## src/rtl/vload_pkg.sv

```systemverilog
// Shared types and sizes for the vector load sequencer.
package vload_pkg;
    localparam int S     = 32;
    localparam int LANES = 6;
    localparam int V     = LANES * S;
    localparam int SIZE  = 30000;
    localparam int TAGW  = 5;

    typedef enum logic [1:0] {
        IDLE   = 2'd0,
        READ   = 2'd1,
        GATHER = 2'd2,
        RESP   = 2'd3
    } vload_state_t;

    typedef logic [2:0] lane_t;
endpackage

```

## src/rtl/vload_lane_pack.sv

```systemverilog
// Inserts one S-bit word into a selected lane of a V-bit vector, with clear.
module vload_lane_pack
    import vload_pkg::*;
(
    input  logic [V-1:0] data_in,
    input  lane_t        lane,
    input  logic [S-1:0] word,
    input  logic         we,
    input  logic         clear,
    output logic [V-1:0] data_out
);
    always_comb begin
        data_out = data_in;
        if (clear) begin
            data_out = '0;
        end else if (we) begin
            for (int i = 0; i < LANES; i++) begin
                if (lane == lane_t'(i)) begin
                    data_out[i*S +: S] = word;
                end
            end
        end
    end
endmodule

```

## src/rtl/vload_sequencer.sv

```systemverilog
// Load-stage sequencer driving the data ROM; gathers strided vectors lane by lane.
// Optional address bounds checking is enabled with `define VLOAD_BOUNDS_CHECK_EN.
module vload_sequencer
    import vload_pkg::*;
(
    input  logic            clk,
    input  logic            rst,
    // Handshakes: a transfer happens on a rising edge where valid && ready are both 1.
    input  logic            req_valid,
    output logic            req_ready,
    input  logic            req_is_vector,
    input  logic [S-1:0]    req_addr,
    input  logic [S-1:0]    req_stride,
    input  logic [TAGW-1:0] req_tag,
    output logic            mem_is_vector,
    output logic [S-1:0]    mem_addr,
    input  logic [V-1:0]    mem_rd,
    output logic            rsp_valid,
    input  logic            rsp_ready,
    output logic [V-1:0]    rsp_data,
    output logic [TAGW-1:0] rsp_tag,
    output logic            rsp_err,
    output vload_state_t    state_dbg
);
    vload_state_t state_q, state_d;
    logic [S-1:0] cur_addr_q;
    logic [S-1:0] stride_q;
    logic         is_vec_q;
    lane_t        lane_q;
    logic [V-1:0] pack_out;
    logic [V-1:0] read_data;
    logic         read_err;
    logic [S-1:0] gather_word;
    logic         gather_err;

    assign state_dbg = state_q;

    always_ff @(posedge clk) begin
        if (rst) state_q <= IDLE;
        else     state_q <= state_d;
    end

    always_comb begin
        state_d       = state_q;
        req_ready     = 1'b0;
        rsp_valid     = 1'b0;
        mem_is_vector = 1'b0;
        mem_addr      = '0;
        case (state_q)
            IDLE: begin
                req_ready = 1'b1;
                if (req_valid) begin
                    state_d = (!req_is_vector || req_stride == S'(1)) ? READ : GATHER;
                end
            end
            READ: begin
                mem_is_vector = is_vec_q;
                mem_addr      = cur_addr_q;
                state_d       = RESP;
            end
            GATHER: begin
                mem_addr = cur_addr_q;
                if (lane_q == lane_t'(LANES - 1)) state_d = RESP;
            end
            RESP: begin
                rsp_valid = 1'b1;
                if (rsp_ready) state_d = IDLE;
            end
            default: state_d = IDLE;
        endcase
    end

`ifdef VLOAD_BOUNDS_CHECK_EN
    // Out-of-range lanes read as zero; scalar loads only own lane 0.
    always_comb begin
        logic [S-1:0] lane_addr;
        read_data = mem_rd;
        read_err  = 1'b0;
        lane_addr = '0;
        for (int i = 0; i < LANES; i++) begin
            lane_addr = cur_addr_q + S'(i);
            if ((is_vec_q || i == 0) && lane_addr >= S'(SIZE)) begin
                read_data[i*S +: S] = '0;
                read_err            = 1'b1;
            end
        end
        gather_err  = (cur_addr_q >= S'(SIZE));
        gather_word = gather_err ? '0 : mem_rd[S-1:0];
    end
`else
    assign read_data   = mem_rd;
    assign read_err    = 1'b0;
    assign gather_err  = 1'b0;
    assign gather_word = mem_rd[S-1:0];
`endif

    vload_lane_pack u_pack (
        .data_in  (rsp_data),
        .lane     (lane_q),
        .word     (gather_word),
        .we       (state_q == GATHER),
        .clear    (state_q == IDLE),
        .data_out (pack_out)
    );

    // The gather address advances by stride each lane, wrapping modulo 2^S.
    always_ff @(posedge clk) begin
        if (rst) begin
            cur_addr_q <= '0;
            stride_q   <= '0;
            is_vec_q   <= 1'b0;
            lane_q     <= '0;
            rsp_data   <= '0;
            rsp_tag    <= '0;
            rsp_err    <= 1'b0;
        end else begin
            case (state_q)
                IDLE: begin
                    if (req_valid) begin
                        cur_addr_q <= req_addr;
                        stride_q   <= req_stride;
                        is_vec_q   <= req_is_vector;
                        rsp_tag    <= req_tag;
                        rsp_data   <= pack_out;
                        rsp_err    <= 1'b0;
                        lane_q     <= '0;
                    end
                end
                READ: begin
                    rsp_data <= read_data;
                    rsp_err  <= read_err;
                end
                GATHER: begin
                    rsp_data   <= pack_out;
                    rsp_err    <= rsp_err | gather_err;
                    lane_q     <= lane_q + 3'd1;
                    cur_addr_q <= cur_addr_q + stride_q;
                end
                default: ;
            endcase
        end
    end
endmodule

```

## config.mk

```make
export PLATFORM = sky130hd
export DESIGN_NAME = vload_sequencer
export DESIGN_NICKNAME = d
export VERILOG_FILES = /design/src/rtl/vload_pkg.sv /design/src/rtl/vload_lane_pack.sv /design/src/rtl/vload_sequencer.sv
export SDC_FILE = /design/constraint.sdc
export NUM_CORES = 1
export LEC_CHECK = 0
export CORE_AREA = 2 2 194 196
export DETAILED_ROUTE_END_ITERATION = 7
export DIE_AREA = 0 0 196 198
export HOLD_SLACK_MARGIN = 0.08
export PLACE_DENSITY = 0.67
export SYNTH_ARGS = -nofsm -noshare
export SYNTH_HDL_FRONTEND = slang
export SYNTH_SLANG_ARGS = --single-unit
```

## constraint.sdc

```tcl
create_clock -name clk -period 2.7 [get_ports clk]
set_clock_uncertainty 0.05 [all_clocks]
set_input_delay 0.405 -clock clk [delete_from_list [all_inputs] [get_ports clk]]
set_output_delay 0.405 -clock clk [all_outputs]
set_load 0.03 [all_outputs]
```

==> metrics, run 1 <==
status finished clean; Mapped Cells 1570; DR vias/cell 5.314; max cap viols 0; final worst slack 0.05411 ns; GRT Overall Usage 0.2606; 1st-pass router iterations 5; period utilization 0.9800; Skew-Pair Late Insertion Delay 0.57 ns; Synthesis Warnings 0; Crit. End Element register; clk buf depth 3; ys flop type dfxtp_1; Slew @ Worst Pin 0.6084 ns; final hold vios 0; final setup violation count 0; die width 196 um; Vias between 10000 and 15000; commonest non-fill, non-tap cell in the layout clkdlybuf4s50_1; Post-synth EDFFs 0; Antenna Nets Post-Route 0; Root Driver clkbuf_16; non-filler cells in the finished layout 2533; post-route cell area 19360 sq um; register bit count reported by yosys approximately 270; Crit path required time 3.14 ns; clock share of power 0.162; Startpoint Class register; fin. max-slew vios 0; CTS clk-pin slew, worst paths 0.06 ns; fmax 0.3779 GHz; syn_area_per_cell 8.016 sq um; initial antenna violation count 5; dpl cells roughly 2500; routed wire length ~53000 um; switch share 0.4767; count of cell types in the netlist 56; Initial Utilization 0.3406; fin crit period 2.646 ns; layout cell share with drive strength beyond 1 0.08138; total power draw 0.02492 W; DP Area 18280 sq um; most frequent cells in the layout clkdlybuf4s50_1, a21oi_1, dfxtp_1, nor2_1, a211oi_1; first-pass GRT wire length 78860 um; HP Class input pin to register; CTS sink count 267; CTS tree built; cts hold-fix bufs 0; worst vdd ir 0.6968 mV; Syn-to-layout area delta 53.79%; RSZ-0062 raised after global routing true; Int Pwr between 0.01 and 0.015 W; NetSw 0.01188 W; Final Wtd Congestion 0.8813; Leak Pwr 7.304 nW; 1st-iter DRT viols 704; Port Buffers between 400 and 500; CTS H-tree lvls 1; ys async rst share 0; DR WL/cell 21.04 um; R2R Setup Slk 0.05 ns; Critical Path AT 3.08 ns; vias in the first global route 12967; Logic pwr share 0.599; largest net degree at the start of global routing 110; sequential area share after synthesis 0.4247; area of the core 36960 sq um; final net count between 2000 and 2500; DRC 0; CP max FO 4; pre-CTS setup slack -0.02819 ns; PwrDens 1287 nW/um^2; Filler cells between 3000 and 4000; cell area after synthesis 12590 sq um; relative slew slack 0.5944; sequential cell fraction of total power 0.240; Setup Crit Path Kind register to register; DP Wirelength 39370 um; Net Count, Synth 1878; IO Count 501; num rows 71; GR Overflow Total 0; Die Y-Extent 198 um; total clock buffers created by CTS 31; die area slightly below 40000 sq um
-- through the flow --
stage                     TNS (ns)  utilization  hold WS (ns)
after global placement           0       0.4947        0.3871
after floorplan                  0            -        0.3817
after CTS                        0       0.5207        0.2852
after global routing      -0.04476       0.5236        0.3300
final                            0       0.5238        0.3064
after detailed placement  -0.02819       0.4947        0.3920
-- synthesized netlist by cell type, types with 3 or more instances --
library cell / n / area [sq um]
a21oi_1: 280 / 1401
dfxtp_1: 267 / 5345
nor2_1: 216 / 810.8
a211oi_1: 185 / 1389
nand2_1: 141 / 529.3
clkbuf_1: 118 / 442.9
and2_1: 69 / 431.7
ha_1: 41 / 513.0
nand3_1: 40 / 200.2
a21o_1: 23 / 172.7
inv_1: 18 / 67.56
o21ai_0: 16 / 80.08
mux2i_1: 14 / 140.1
nand4_1: 12 / 75.07
xnor2_1: 12 / 105.1
xor2_1: 12 / 105.1
nor4_1: 9 / 56.30
nor3_1: 8 / 40.04
o21bai_1: 8 / 60.06
and3_1: 7 / 43.79
nand2b_1: 7 / 43.79
o211ai_1: 6 / 45.04
o21a_1: 6 / 45.04
a221oi_1: 4 / 35.03
buf_1: 4 / 15.01
nor2b_1: 4 / 25.02
a211o_1: 3 / 26.28
a22oi_1: 3 / 22.52
or2_2: 3 / 18.77
-- path summary, 6_finish.rpt --
kind | startpoint | endpoint | cells after the start
worst max-delay path | cur_addr_q[1] | cur_addr_q[23] | 9
worst min-delay path | rst | lane_q[2] | 2
worst max register to register | cur_addr_q[1] | cur_addr_q[23] | 9
worst min register to register | rsp_data[17] | rsp_data[17] | 2
-- final cells by class --
class | count | area, sq um | area share
multi-input cells | 1161 | 6908 | 0.3569
clock inverters | 7 | 66.31 | 0.003426
flip-flops and latches | 267 | 5348 | 0.2763
inverters | 18 | 67.56 | 0.003491
clock buffers | 46 | 882.1 | 0.04557
diodes | 7 | 17.52 | 0.0009050
well taps | 474 | 593.1 | 0.03064
repair buffers | 553 | 5474 | 0.2828
-- power groups by stage --
stage               Clock [W]  Sequential, W  Combinational [W]
floorplan                   0        0.00770            0.00722
global placement            0        0.00597             0.0147
detailed placement          0        0.00604             0.0148
CTS                   0.00412        0.00596             0.0149
global route          0.00427        0.00612             0.0162
finish                0.00403        0.00597             0.0149
-- routing by layer --
metal / vias up / global-route usage / share of wire / wire (um)
met5: - / 0 / 0 / 0
met2: 441 / 0.4466 / 0.48 / 25670
li1: 6554 / - / - / -
met3: 90 / 0.05723 / 0.061 / 3256
met4: 0 / 0.09035 / 0.035 / 1849
met1: 6376 / 0.3233 / 0.42 / 22510
-- logic make-up after synthesis --
logic type / count (synthesis) / share of synthesized area
xor gates and xnor gates: 24 / 0.01670
buffers and inverters: 142 / 0.04275
adders and majority gates: 42 / 0.04235
DFF: 267 / 0.4247
muxes: 16 / 0.01292
and+or+nand+nor: 523 / 0.1848
AOI/OAI and AO/OA: 555 / 0.2755
other: 1 / 0.0002980
-- timing repair --
action,CTS,global route
setup endpoints to repair,21,29
pin swaps,0,9
gates cloned,0,0
setup buffers,0,3
gates resized for setup,47,40
-- critical path, cell delays in order (launching register included) --
cell,delay (ns)
dfxtp_2,0.34
ha_1,0.31
a211o_1,0.30
a211o_1,0.31
a31oi_4,0.29
o31ai_4,0.11
a21oi_2,0.19
o21bai_1,0.09
mux2_1,0.32
a311oi_1,0.24
-- flip-flops by register name, summed over array words and instances, names as in the netlist --
register    flops
stride_q       32
state_dbg       2
rsp_data      192
is_vec_q        1
lane_q          3
rsp_tag         5
cur_addr_q     32
(Power assumes the default switching activity.)
==> inputs of run 2 (changes only) <==
==> constraint.sdc (replaced) <==
create_clock -name clk -period 2.7 [get_ports clk]
set_clock_uncertainty 0.05 [all_clocks]
set_input_delay 0.54 -clock clk [delete_from_list [all_inputs] [get_ports clk]]
set_output_delay 0.54 -clock clk [all_outputs]
set_load 0.03 [all_outputs]
==> run 2 against run 1 <==
Effect of this change: count of clock-buffer cells in the layout decreased by 4; hold slack improved by 0.050 ns; global-route usage is 0.59 points lower; sequential power is essentially flat; via count is 0.52% lower; non-clock buffer count is 2 lower; routed wire length is 1.8% lower; cell area is 1.1% higher; flip-flop and latch count did not move; highest routed layer is now met5.
==> metrics, run 2 (same netlist as run 1, synthesis figures left out) <==
Logic pwr share 0.587 (-0.012); NetSw 0.01193 W (+0.47%); Vias 13391 (-0.52%); DP Wirelength 38630 um (-1.9%); Critical-path top delay cell dfxtp_4; layout cell share with drive strength beyond 1 0.09007 (+0.008684); routed wire length 52310 um (-1.8%); initial antenna violation count 6 (+1); DR vias/cell 5.285 (-0.56%); Crit. End Element register; IO Count 501 (unchanged); most frequent cells in the layout clkdlybuf4s50_1, a21oi_1, dfxtp_1, nor2_1, a211oi_1; 1st-pass router iterations 5 (unchanged); dpl cells 2467 (-0.12%); Min Hold Slack 0.3560 ns (+0.04958 ns); CP peak stage delay 0.37 ns (+0.03 ns); Startpoint Class register; Antenna Nets Post-Route 0 (unchanged); Int Pwr 0.01358 W (+4.1%); Port Buffers 499 (unchanged); Syn-to-layout area delta 55.51%; final worst slack 0.1129 ns (+0.05877 ns); relative slew slack 0.4569 (-0.1376); GRT Overall Usage 0.2547 (-0.005915); sequential cell fraction of total power 0.235 (-0.005); Leak Pwr 7.386 nW (+1.1%); CP most frequent cell a211o_1; DR WL/cell 20.64 um (-1.9%); worst path bufs/invs 0 (unchanged); die area 38810 sq um (unchanged); die width 196 um (unchanged); fin crit period 2.587 ns (-0.05877 ns); GR Overflow Total 0 (unchanged); family with the most delay on the worst path compound AO/OA/AOI/OAI gates; DRC 0 (unchanged); period utilization 0.9582 (-0.02177); area of the core 36960 sq um (unchanged); total clock buffers created by CTS 31 (unchanged); num rows 71 (unchanged); CTS clk-pin slew, worst paths 0.06 ns (about the same); max cap viols 0 (unchanged); largest net degree at the start of global routing 149 (+35%); Top reg by flops rsp_data; HP Class input pin to register; Die Y-Extent 198 um (unchanged); CTS tree built; final setup violation count 0 (unchanged); CTS sink count 267 (unchanged); fin. max-slew vios 0 (unchanged); worst vdd ir 0.7769 mV (+11%); Initial Utilization 0.3406 (unchanged); clk buf depth 3 (unchanged); Skew-Pair Late Insertion Delay 0.58 ns (about the same); CP Cell Sequence ha_4, a211o_1, a211o_1, a31oi_4, a211oi_2, o221ai_2, xnor2_1, mux2_2, a21oi_2; CP max FO 4 (unchanged); 1st-iter DRT viols 767 (+8.9%); Critical Path AT 3.06 ns (-0.02 ns); max FFs per register 192 (unchanged); PwrDens 1303 nW/um^2 (+1.3%); Final Wtd Congestion 0.9314 (+5.7%); Crit path required time 3.17 ns (+0.03 ns); non-filler cells in the finished layout 2534 (+0.039%); Slew @ Worst Pin 0.8147 ns (+0.2063 ns); final net count 2338 (-0.085%); switch share 0.4678 (-0.008930); CTS H-tree lvls 1 (unchanged); clock share of power 0.178 (+0.016); Regs by FF count rsp_data (192), cur_addr_q (32), stride_q (32); first-pass GRT wire length 76840 um (-2.6%); status finished clean; final hold vios 0 (unchanged); pre-CTS setup slack -0.01856 ns (+0.009630 ns); Root Driver clkbuf_16; fmax 0.3865 GHz (+2.3%); commonest non-fill, non-tap cell in the layout clkdlybuf4s50_1; cts hold-fix bufs 0 (unchanged); Setup Crit Path Kind register to register; vias in the first global route 12774 (-1.5%)
[run 2: cell types whose count changed in the layout (fill, tap and decap cells not counted), sizes merged]
cell | before | now
clkinv | 4 | 7
clkdlybuf4s15 | 9 | 0
clkbuf | 55 | 43
dlymetal6s2s | 1 | 0
bufinv | 1 | 5
inv | 19 | 20
buf | 69 | 85
diode | 7 | 6
[run 2: worst paths after layout]
| kind | depth (start not counted) | slack, ns | from | to |
|---|---|---|---|---|
| setup / recovery | 9 | 0.11 | cur_addr_q[1] | cur_addr_q[31] |
| hold / removal | 2 | 0.36 | rst | lane_q[2] |
| hold reg to reg | 2 | 0.40 | rsp_data[26] | rsp_data[26] |
| setup reg to reg | 9 | 0.11 | cur_addr_q[1] | cur_addr_q[31] |
[run 2: cell type report]
cell class	count	area, sq um
Fill cell	3455	17380
Antenna cell	6	15.01
Clock buffer	42	877.1
Clock inverter	15	225.2
Timing Repair Buffer	551	5480
Tap cell	474	593.1
Multi-Input combinational cell	1161	6959
Inverter	18	67.56
Sequential cell	267	5355
[run 2: per-layer routing]
| layer | up-vias | wire length [um] | GRT usage |
|---|---|---|---|
| met4 | 2 | 2262 | 0.1176 |
| met3 | 114 | 3759 | 0.05280 |
| met1 | 6211 | 21810 | 0.3190 |
| met2 | 509 | 24460 | 0.4212 |
| li1 | 6555 | - | - |
| met5 | - | 9 | 0 |
[run 2: power by group through the flow]
stage	sequential [W]	combinational (W)	clock, W
floorplan	0.00770	0.00722	0
detailed placement	0.00604	0.0148	0
global placement	0.00598	0.0147	0
CTS	0.00596	0.0149	0.00462
finish	0.00599	0.0150	0.00454
global route	0.00615	0.0162	0.00477
[run 2: worst reg2reg max path: stages (launching register included)]
cell	delay [ns]
dfxtp_4	0.37
ha_4	0.24
a211o_1	0.32
a211o_1	0.35
a31oi_4	0.28
a211oi_2	0.12
o221ai_2	0.17
xnor2_1	0.15
mux2_2	0.36
a21oi_2	0.12
[run 2: through the flow]
step            TNS [ns]    util  cell area, sq um  power, W
3_5_place_dp    -0.04361  0.4938             18250   0.02084
6_report               0  0.5296             19570   0.02551
4_1_cts                0  0.5244             19380   0.02548
3_3_place_gp           0  0.4938             18250   0.02067
5_1_grt        -0.002259  0.5296             19570   0.02714
2_1_floorplan          0       -             12590   0.01492
[run 2: timing repair]
| action | 4_1_cts | 5_1_grt |
|---|---|---|
| pin swaps | 3 | 16 |
| setup endpoints to repair | 30 | 21 |
| gates resized for setup | 6 | 31 |
| buffers inserted | 1 | 3 |
